===== src/rtl/mux8_scan_ctrl_pkg.sv =====
// Shared types and sizes for the 8:1 mux scan controller.
package mux8_scan_ctrl_pkg;

  localparam int MUX_WIDTH = 8;
  localparam int SEL_BITS  = 3;

  typedef enum logic [1:0] {
    ST_IDLE = 2'd0,
    ST_SCAN = 2'd1,
    ST_DONE = 2'd2
  } state_t;

endpackage


===== src/rtl/mux8_settle_timer.sv =====
// Settle down-time counter: ticks on the cycle the count reaches SETTLE_CYCLES-1,
// then wraps to zero; clr holds it at zero.
module mux8_settle_timer #(
  parameter int unsigned SETTLE_CYCLES = 1
) (
  input  logic clk,
  input  logic rst_n,
  input  logic clr,
  input  logic en,
  output logic tick
);

  localparam logic [3:0] LAST = 4'(SETTLE_CYCLES - 1);

  logic [3:0] count_q;

  assign tick = en && (count_q == LAST);

  always_ff @(posedge clk or negedge rst_n) begin
    if (!rst_n) begin
      count_q <= 4'd0;
    end else if (clr || tick) begin
      count_q <= 4'd0;
    end else if (en) begin
      count_q <= count_q + 4'd1;
    end
  end

endmodule


===== src/rtl/mux8_scan_ctrl.sv =====
// Steps the 8:1 mux selects, samples Y after a settle time and presents the byte
// with valid/ready. Optional data_parity output under `MUX8_SCAN_PARITY_EN.
//
// state   | meaning
// IDLE    | waiting for start, sel held 0
// SCAN    | stepping sel 0..7, capturing Y on each settle tick
// DONE    | data_word valid, waiting for data_ready
module mux8_scan_ctrl
  import mux8_scan_ctrl_pkg::*;
#(
  parameter int unsigned SETTLE_CYCLES = 1,
  parameter bit          CONTINUOUS    = 1'b0
) (
  input  logic                 clk,
  input  logic                 rst_n,
  input  logic                 start,
  input  logic                 mux_y,
  output logic                 sel_s1,
  output logic                 sel_s2,
  output logic                 sel_s3,
  output logic                 busy,
  output logic [MUX_WIDTH-1:0] data_word,
  output logic                 data_valid,
`ifdef MUX8_SCAN_PARITY_EN
  output logic                 data_parity,
`endif
  input  logic                 data_ready
);

  state_t                state_q, state_d;
  logic [SEL_BITS-1:0]   sel_q, sel_d;
  logic [MUX_WIDTH-1:0]  cap_q, cap_d;
  logic [MUX_WIDTH-1:0]  word_q, word_d;
  logic [MUX_WIDTH-1:0]  full_word;
  logic                  valid_q, valid_d;
  logic                  busy_q, busy_d;
  logic                  tick;
`ifdef MUX8_SCAN_PARITY_EN
  logic                  parity_q, parity_d;
`endif

  mux8_settle_timer #(
    .SETTLE_CYCLES(SETTLE_CYCLES)
  ) u_timer (
    .clk   (clk),
    .rst_n (rst_n),
    .clr   (state_q != ST_SCAN),
    .en    (state_q == ST_SCAN),
    .tick  (tick)
  );

  // Bit 7 is taken straight from Y so the word loads complete on the last tick.
  assign full_word = {mux_y, cap_q[MUX_WIDTH-2:0]};

  always_comb begin
    state_d = state_q;
    sel_d   = sel_q;
    cap_d   = cap_q;
    word_d  = word_q;
    valid_d = valid_q;
`ifdef MUX8_SCAN_PARITY_EN
    parity_d = parity_q;
`endif
    case (state_q)
      ST_IDLE: begin
        sel_d = '0;
        if (start) state_d = ST_SCAN;
      end
      ST_SCAN: begin
        if (tick) begin
          cap_d[sel_q] = mux_y;
          if (sel_q == SEL_BITS'(MUX_WIDTH - 1)) begin
            state_d = ST_DONE;
            word_d  = full_word;
            valid_d = 1'b1;
            sel_d   = '0;
`ifdef MUX8_SCAN_PARITY_EN
            parity_d = ^full_word;
`endif
          end else begin
            sel_d = sel_q + SEL_BITS'(1);
          end
        end
      end
      ST_DONE: begin
        sel_d = '0;
        if (valid_q && data_ready) begin
          valid_d = 1'b0;
          state_d = CONTINUOUS ? ST_SCAN : ST_IDLE;
        end
      end
      default: begin
        state_d = ST_IDLE;
        sel_d   = '0;
        valid_d = 1'b0;
      end
    endcase
    busy_d = (state_d != ST_IDLE);
  end

  always_ff @(posedge clk or negedge rst_n) begin
    if (!rst_n) begin
      state_q <= ST_IDLE;
      sel_q   <= '0;
      cap_q   <= '0;
      word_q  <= '0;
      valid_q <= 1'b0;
      busy_q  <= 1'b0;
`ifdef MUX8_SCAN_PARITY_EN
      parity_q <= 1'b0;
`endif
    end else begin
      state_q <= state_d;
      sel_q   <= sel_d;
      cap_q   <= cap_d;
      word_q  <= word_d;
      valid_q <= valid_d;
      busy_q  <= busy_d;
`ifdef MUX8_SCAN_PARITY_EN
      parity_q <= parity_d;
`endif
    end
  end

  assign sel_s1     = sel_q[0];
  assign sel_s2     = sel_q[1];
  assign sel_s3     = sel_q[2];
  assign busy       = busy_q;
  assign data_word  = word_q;
  assign data_valid = valid_q;
`ifdef MUX8_SCAN_PARITY_EN
  assign data_parity = parity_q;
`endif

endmodule


===== config.mk =====
export PLATFORM = sky130hd
export DESIGN_NAME = mux8_scan_ctrl
export DESIGN_NICKNAME = d
export VERILOG_FILES = /design/src/rtl/mux8_scan_ctrl_pkg.sv /design/src/rtl/mux8_settle_timer.sv /design/src/rtl/mux8_scan_ctrl.sv
export SDC_FILE = /design/constraint.sdc
export NUM_CORES = 1
export LEC_CHECK = 0
export CAP_MARGIN = 30
export CELL_PAD_IN_SITES_DETAIL_PLACEMENT = 1
export CELL_PAD_IN_SITES_GLOBAL_PLACEMENT = 1
export CORE_ASPECT_RATIO = 0.6
export CORE_MARGIN = 1.5
export CORE_UTILIZATION = 42
export DETAILED_ROUTE_END_ITERATION = 6
export PLACE_DENSITY = 0.8
export SYNTH_ARGS = -nofsm -noshare
export SYNTH_HDL_FRONTEND = slang
export SYNTH_SLANG_ARGS = --single-unit

===== constraint.sdc =====
create_clock -name clk -period 1.73 [get_ports clk]
set_input_delay 0.2595 -clock clk [delete_from_list [all_inputs] [get_ports clk]]
set_output_delay 0.2595 -clock clk [all_outputs]
set_load 0.02 [all_outputs]

==> metrics.md, run 1 <==
| Metric | Value |
|---|---|
| Crit path launch type | register |
| DRC viols | 0 |
| Final wirelength | 2610 microns |
| Worst VDD drop | 775 uV |
| Slew Viols, Final | 0 |
| Synth Flop Type | dfrtp_1 |
| Layout cells sized above 1 | 0.256 |
| Status | finished, final reports clean |
| DR vias/cell | 5.34 |
| H-tree levels | 1 |
| Async set or reset register ratio after synthesis | 1.00 |
| Post-layout util | 0.591 |
| Top-area cell type share of the netlist area | 0.546 |
| Clock transition at the registers of the reported paths | 0.09 ns |
| Number of flops mapped to enable cells by yosys | 0 |
| Total CTS buffers | 3 |
| CP cell instances | buf_4, clkdlybuf4s50_1 |
| Leak Pwr | 0.723 nW |
| GR Overflow Total | 0 |
| Slew HR | 0.776 |
| CP required | 1.47 ns |
| Post-synthesis sequential area ratio | 0.546 |
| Area Overhead vs Synth | 28.5% |
| Met1 WL | 1290 microns |
| Synth warn | 0 |
| Die extent in x | 71.8 microns |
| Cell Count, Final, Fillers Out | 149 |
| #FFs+latches synth | 26 |
| Inst Count DP | 145 |
| Critical setup path kind | register to output port |
| Tot GR Track Use | 0.193 |
| Vias in the first global route | 849 |
| Clock buffer depth | 2 |
| Routability cong. | 0.751 |
| Starting Density | 0.460 |
| Syn Nets | 95 |
| Worst hold path class | input port to async pin |
| Synth area leaders | dfrtp_1 (55%), mux2_4 (10%), mux2_1 (6.6%) |
| FF-to-FF path depth | 5 |
| Final Hold Viols | 0 |
| Initial DRC count | 38 |
| Critical Path Slowest Stage Cell | clkdlybuf4s50_1 |
| Worst Tran Pin Value | 0.335 ns |
| Avg Cell Area, Syn | 13.9 sq um |
| Worst Path Max Fanout | 6 |
| Skew-Pair Late Insertion Delay | 0.27 ns |
| Setup tns final | 0 ns |
| Max incr delay on CP | 0.61 ns |
| # setup viols final | 0 |
| Post-DR wirelength/cell | 17.5 microns |
| Core ar. | 0.00259 sq mm |
| Die Y | 44.3 microns |
| Met2 wire length | 1170 microns |
| Tcrit/Tclk final | 0.959 |
| Pin count of the biggest net entering global routing | 27 |
| Synth cell types | 28 |
| Nets | 127 |
| Arrival time at the worst endpoint | 1.40 ns |
| I/O pins | 18 |
| Routed via count | 795 |
| Inserted Diodes | 0 |
| Synth Instances | 86 |
| Setup WS pre-CTS | -0.109 ns |
| Leading area contributor after synthesis | dfrtp_1 |
| Critical R2R Capture | data_word[4] |
| CTS Sinks | 26 |
| Pre-antenna DRT Iters | 6 |
| Number of port buffers | 17 |
| Setup ws final | 0.0704 ns |
| Core Rows | 14 |
| Antenna violations before repair | 0 |
| Max cap viols | 0 |
| Skew final | 0.00297 ns |
| Unrepaired setup endpoints after global routing | false |
| Final antenna-violating net count | 0 |
| CTS tree | built |
| Clock Tree Root | clkbuf_8 |
| DIE AREA | 0.00318 sq mm |
| Element type at the critical path end | output port |
| Reg-to-reg critical path startpoint | u_timer.count_q[1] |
| First-pass GRT wire length | 4490 microns |
| Reg2Reg Setup Slack | 0.15 ns |
| P per Cell Area | 1760 mW/mm^2 |
| Post-CTS setup buffer count | 0 |
| Met3 Wirelength | 105 microns |
| Cell Area, Synth | 0.00119 sq mm |
| Min Tclk post-route | 1.66 ns |
| HPWL Detailed | 1980 microns |
| Max Freq | 603 MHz |
| DR top layer | met4 |
==> layer usage <==
metal / up-vias / GRT usage
li1: 368 / -
met3: 6 / 0.0501
met5: - / 0
met4: 0 / 0.0604
met2: 20 / 0.306
met1: 401 / 0.265
==> report_power, final <==
part           switching (mW)  internal [mW]
logic                   0.616          0.686
registers               0.146          0.858
clock network           0.183          0.203
total                   0.946           1.75
==> critical path, delay by kind of cell (launching register included) <==
| kind | cells | cell delay, ns |
|---|---|---|
| buf+inv | 2 | 0.76 |
| flops | 1 | 0.37 |
==> kinds of logic (layout without fill, tap and decap cells) <==
kind of cell             Yosys count  in the layout  share of synthesized area
AO/OA/AOI/OAI                      5              5                     0.0262
XOR/XNOR                           2              2                     0.0147
adder cells (fa/ha/maj)            4              4                     0.0420
buffers and inverters              4             35                     0.0252
flip-flops                        26             26                      0.546
multiplexers                      18             18                      0.192
AND/OR/NAND/NOR                   27             27                      0.154
==> placed cells by master (no fill, tap or decap), types with 2 or more instances in the layout <==
cell	n
clkbuf_8	4
mux2_4	8
mux2_1	7
inv_1	2
nand3_1	4
nor2_1	5
mux2i_1	3
nor3_1	2
dfrtp_1	26
clkdlybuf4s50_1	16
and4bb_2	2
ha_1	4
nand2_1	5
buf_4	12
==> per-stage QoR <==
stage	area (sq um)	power [mW]	hold slack, ns
6_report	1530	2.69	0.353
5_1_grt	1530	2.85	0.389
4_1_cts	1530	2.73	0.362
3_5_place_dp	1470	2.32	0.485
3_3_place_gp	1470	2.24	0.476
2_1_floorplan	1190	1.74	-0.0361
==> state kept, by name (all words and copies together), names as in the netlist <==
signal / count
cap_q: 7
busy: 1
data_word: 8
data_valid: 1
u_timer.count_q: 4
state_q: 2
sel_q: 3
==> cells in the mapped netlist (2+ instances only) <==
master	number
dfrtp_1	26
mux2_4	8
mux2_1	7
nand2_1	5
nor2_1	5
ha_1	4
nand3_1	4
mux2i_1	3
and4bb_2	2
buf_6	2
inv_1	2
nor3_1	2
==> area by class of cell <==
class	instances	area, sq um
flip-flops and latches	26	651
repair buffers	29	263
multi-input cells	56	517
inverters	2	7.51
clock buffers	4	55.1
fillers	270	1060
well taps	32	40.0
==> how the worst max path moves through the flow <==
stage                              end  cells past startpoint          startpoint  slack, ns
final                           sel_s3                      2            sel_q[2]       0.07
after detailed placement  data_word[4]                      5  u_timer.count_q[0]      -0.11
after global placement    data_word[2]                      5  u_timer.count_q[0]      -0.02
after global routing            sel_s3                      2            sel_q[2]       0.02
after CTS                       sel_s1                      2            sel_q[0]       0.03
after floorplan           data_word[0]                      5            sel_q[0]       0.07
==> timing repair <==
action	CTS	global route
hold buffers	0	0
cloned	0	0
resized for setup	1	2
endpoints found under the setup margin	8	8
Power figures use the tool's default switching activity.
==> run 2, diff against run 1 <==
Settings changed: PLACE_DENSITY 0.8 to 0.81, SYNTH_HIERARCHICAL set to 1.
==> run 2 against run 1 <==
The run now ends with setup timing left. Final cell count increased by 9.4%. Critical path depth rose by 4. Total power rose by 32%. Largest cell class unchanged. Clock-buffer cell count decreased by 1. Area after synthesis down 0.84%. First-iteration DRC count up 110%. Clock power increased by 34%. Final area up 8.5%.
==> metrics.md, run 2 <==
| Metric | Value |
|---|---|
| Status | finished, violations left |
| Failing checks | setup timing |
| Tot GR Track Use | 0.204 (+0.0114) |
| Worst hold path class | input port to async pin |
| Syn Nets | 100 (+5.3%) |
| Leading area contributor after synthesis | dfrtp_1 |
| Cell Area, Synth | 0.00118 sq mm (-0.84%) |
| Commonest cells in the netlist | dfrtp_1 (26), mux2_2 (12), nor2_1 (10) |
| Clock Tree Root | clkbuf_8 |
| Die extent in x | 71.5 microns (-0.40%) |
| Critical R2R Capture | cap_q[5] |
| DR vias/cell | 5.26 (-1.3%) |
| Inserted Diodes | 0 (unchanged) |
| Die Y | 44.1 microns (-0.38%) |
| Leak Pwr | 0.789 nW (+9.0%) |
| Final Hold Viols | 0 (unchanged) |
| Antenna violations before repair | 0 (unchanged) |
| DIE AREA | 0.00315 sq mm (-0.78%) |
| Nets | 141 (+11%) |
| P per Cell Area | 2140 mW/mm^2 (+22%) |
| Max cap viols | 0 (unchanged) |
| Most frequent cell after synthesis | dfrtp_1 |
| Tcrit/Tclk final | 1.09 (+0.131) |
| Layout cells sized above 1 | 0.374 (+0.118) |
| Overall Power | 3.56 mW (+32%) |
| Crit path launch type | register |
| Post-layout util | 0.641 (+0.0502) |
| Starting Density | 0.456 (-0.00386) |
| Avg Cell Area, Syn | 13.0 sq um (-6.3%) |
| Skew final | 0.0167 ns (+0.0137 ns) |
| CP required | 1.89 ns (+0.42 ns) |
| Hold_buf cts | 0 (unchanged) |
| Setup tns final | -0.706 ns (-0.706 ns) |
| Synth warn | 6 (+6) |
| Async set or reset register ratio after synthesis | 1.00 (unchanged) |
| CTS Sinks | 26 (unchanged) |
| Top-area cell type share of the netlist area | 0.550 (+0.00462) |
| HPWL Detailed | 1950 microns (-1.7%) |
| Commonest cells after routing, fill and taps aside | dfrtp_1 (26), buf_4 (20), clkdlybuf4s50_1 (15) |
| Final antenna-violating net count | 0 (unchanged) |
| Setup ws final | -0.156 ns (-0.226 ns) |
| Synth Flop Type | dfrtp_1 |
| Post-synthesis sequential area ratio | 0.550 (+0.00462) |
| #FFs+latches synth | 26 (unchanged) |
| Core ar. | 0.00259 sq mm (unchanged) |
| Synth Instances | 91 (+5.8%) |
| Clock transition at the registers of the reported paths | 0.10 ns (about the same) |
| Post-DR wirelength/cell | 20.3 microns (+16%) |
| Total CTS buffers | 3 (unchanged) |
| Area Overhead vs Synth | 40.6% |
| H-tree levels | 1 (unchanged) |
| Element type at the critical path end | register |
| Vias in the first global route | 960 (+13%) |
| # setup viols final | 11 (+11) |
| Worst VDD drop | 928 uV (+20%) |
| Critical setup path kind | register to register |
| Number of flops mapped to enable cells by yosys | 0 (unchanged) |
| Clock buffer depth | 2 (unchanged) |
| Worst Tran Pin Value | 0.335 ns (-0.0000403 ns) |
| I/O pins | 18 (unchanged) |
| CTS tree | built |
| Synth area leaders | dfrtp_1 (55%), mux2_2 (11%), ha_1 (4.2%) |
| Reg2Reg Setup Slack | -0.16 ns (-0.31 ns) |
| Slew HR | 0.777 (+0.000972) |
| Pre-antenna DRT Iters | 6 (unchanged) |
| Max FFs per register | 8 (unchanged) |
| Min Tclk post-route | 1.89 ns (+0.226 ns) |
| Core Rows | 14 (unchanged) |
| Routability cong. | 0.796 (+6.0%) |
| Worst Path Max Fanout | 3 (-3) |
| Slew Viols, Final | 0 (unchanged) |
| DRC viols | 0 (unchanged) |
| Initial DRC count | 79 (+110%) |
| Max Freq | 530 MHz (-12%) |
| First-pass GRT wire length | 4750 microns (+6.0%) |
| Number of port buffers | 17 (unchanged) |
| FF-to-FF path depth | 6 (+1) |
| Pin count of the biggest net entering global routing | 27 (unchanged) |
| Final wirelength | 3310 microns (+27%) |
| Reg-to-reg critical path startpoint | u_timer/count_q[0] |
| Routed via count | 858 (+7.9%) |
| Commonest non-fill, non-tap cell in the layout | dfrtp_1 |
| GR Overflow Total | 0 (unchanged) |
| Arrival time at the worst endpoint | 2.05 ns (+0.65 ns) |
| Synth cell types | 27 (-3.6%) |
| CP startpoint | u_timer/count_q[0] |
| Unrepaired setup endpoints after global routing | true |
| Skew-Pair Late Insertion Delay | 0.29 ns (+0.02 ns) |
## run 2: stage by stage
stage	cell area [sq um]	worst slack, ns	cells	hold WS, ns
after global placement	1510	0.0429	152	0.473
after global routing	1660	-0.172	163	0.368
after floorplan	1210	-0.0805	91	-0.0361
after detailed placement	1510	-0.0582	152	0.481
final	1660	-0.156	163	0.354
after CTS	1620	-0.0399	160	0.371
## run 2: layout make-up
| class | instances | area (sq um) |
|---|---|---|
| inverters | 4 | 17.5 |
| repair buffers | 38 | 337 |
| fillers | 264 | 930 |
| clock inverters | 1 | 30.0 |
| well taps | 32 | 40.0 |
| multi-input cells | 59 | 547 |
| flip-flops and latches | 26 | 651 |
| clock buffers | 3 | 41.3 |
## run 2: cells by family (layout without fill, tap and decap cells)
logic type | after synthesis | after routing | share of synthesized area
mux | 18 | 18 | 0.168
fa+ha+maj | 4 | 4 | 0.0423
flops | 26 | 26 | 0.550
buf+inv | 6 | 46 | 0.0339
xor+xnor | 3 | 3 | 0.0222
compound gates | 6 | 6 | 0.0328
simple gates | 28 | 28 | 0.150
## run 2: per-layer routing
metal  routed length, microns  track usage  part of all wire
met2                     1560        0.327              0.47
met4                       19       0.0453            0.0057
met3                       95       0.0501             0.029
met5                        0            0                 0
met1                     1630        0.288              0.49
## run 2: repair_timing
action                                  in CTS  in global routing
gates resized for setup                      2                  6
setup buffers                                4                  3
endpoints found under the hold margin        0                  0
pin swaps                                    2                  4
endpoints found under the setup margin       2                 14
## run 2: worst max-delay path by stage
stage / endpoint / slack, ns / cells after the start
floorplan: cap_q[5] / -0.08 / 7
global placement: cap_q[5] / 0.04 / 6
detailed placement: cap_q[1] / -0.06 / 6
CTS: cap_q[5] / -0.04 / 6
global route: cap_q[5] / -0.17 / 6
finish: cap_q[5] / -0.16 / 6
## run 2: power by group
| part | internal [mW] | switching, mW | total [mW] |
|---|---|---|---|
| clock | 0.310 | 0.210 | 0.520 |
| sequential | 0.869 | 0.165 | 1.03 |
| combinational | 1.03 | 0.970 | 2.00 |
| total | 2.21 | 1.34 | 3.56 |
## run 2: critical path, stage by stage, from the launching register on
cell      delay, ns
dfrtp_1        0.40
inv_1          0.07
ha_1           0.18
and4bb_4       0.26
nand4b_1       0.26
nor3b_2        0.27
mux2_4         0.32
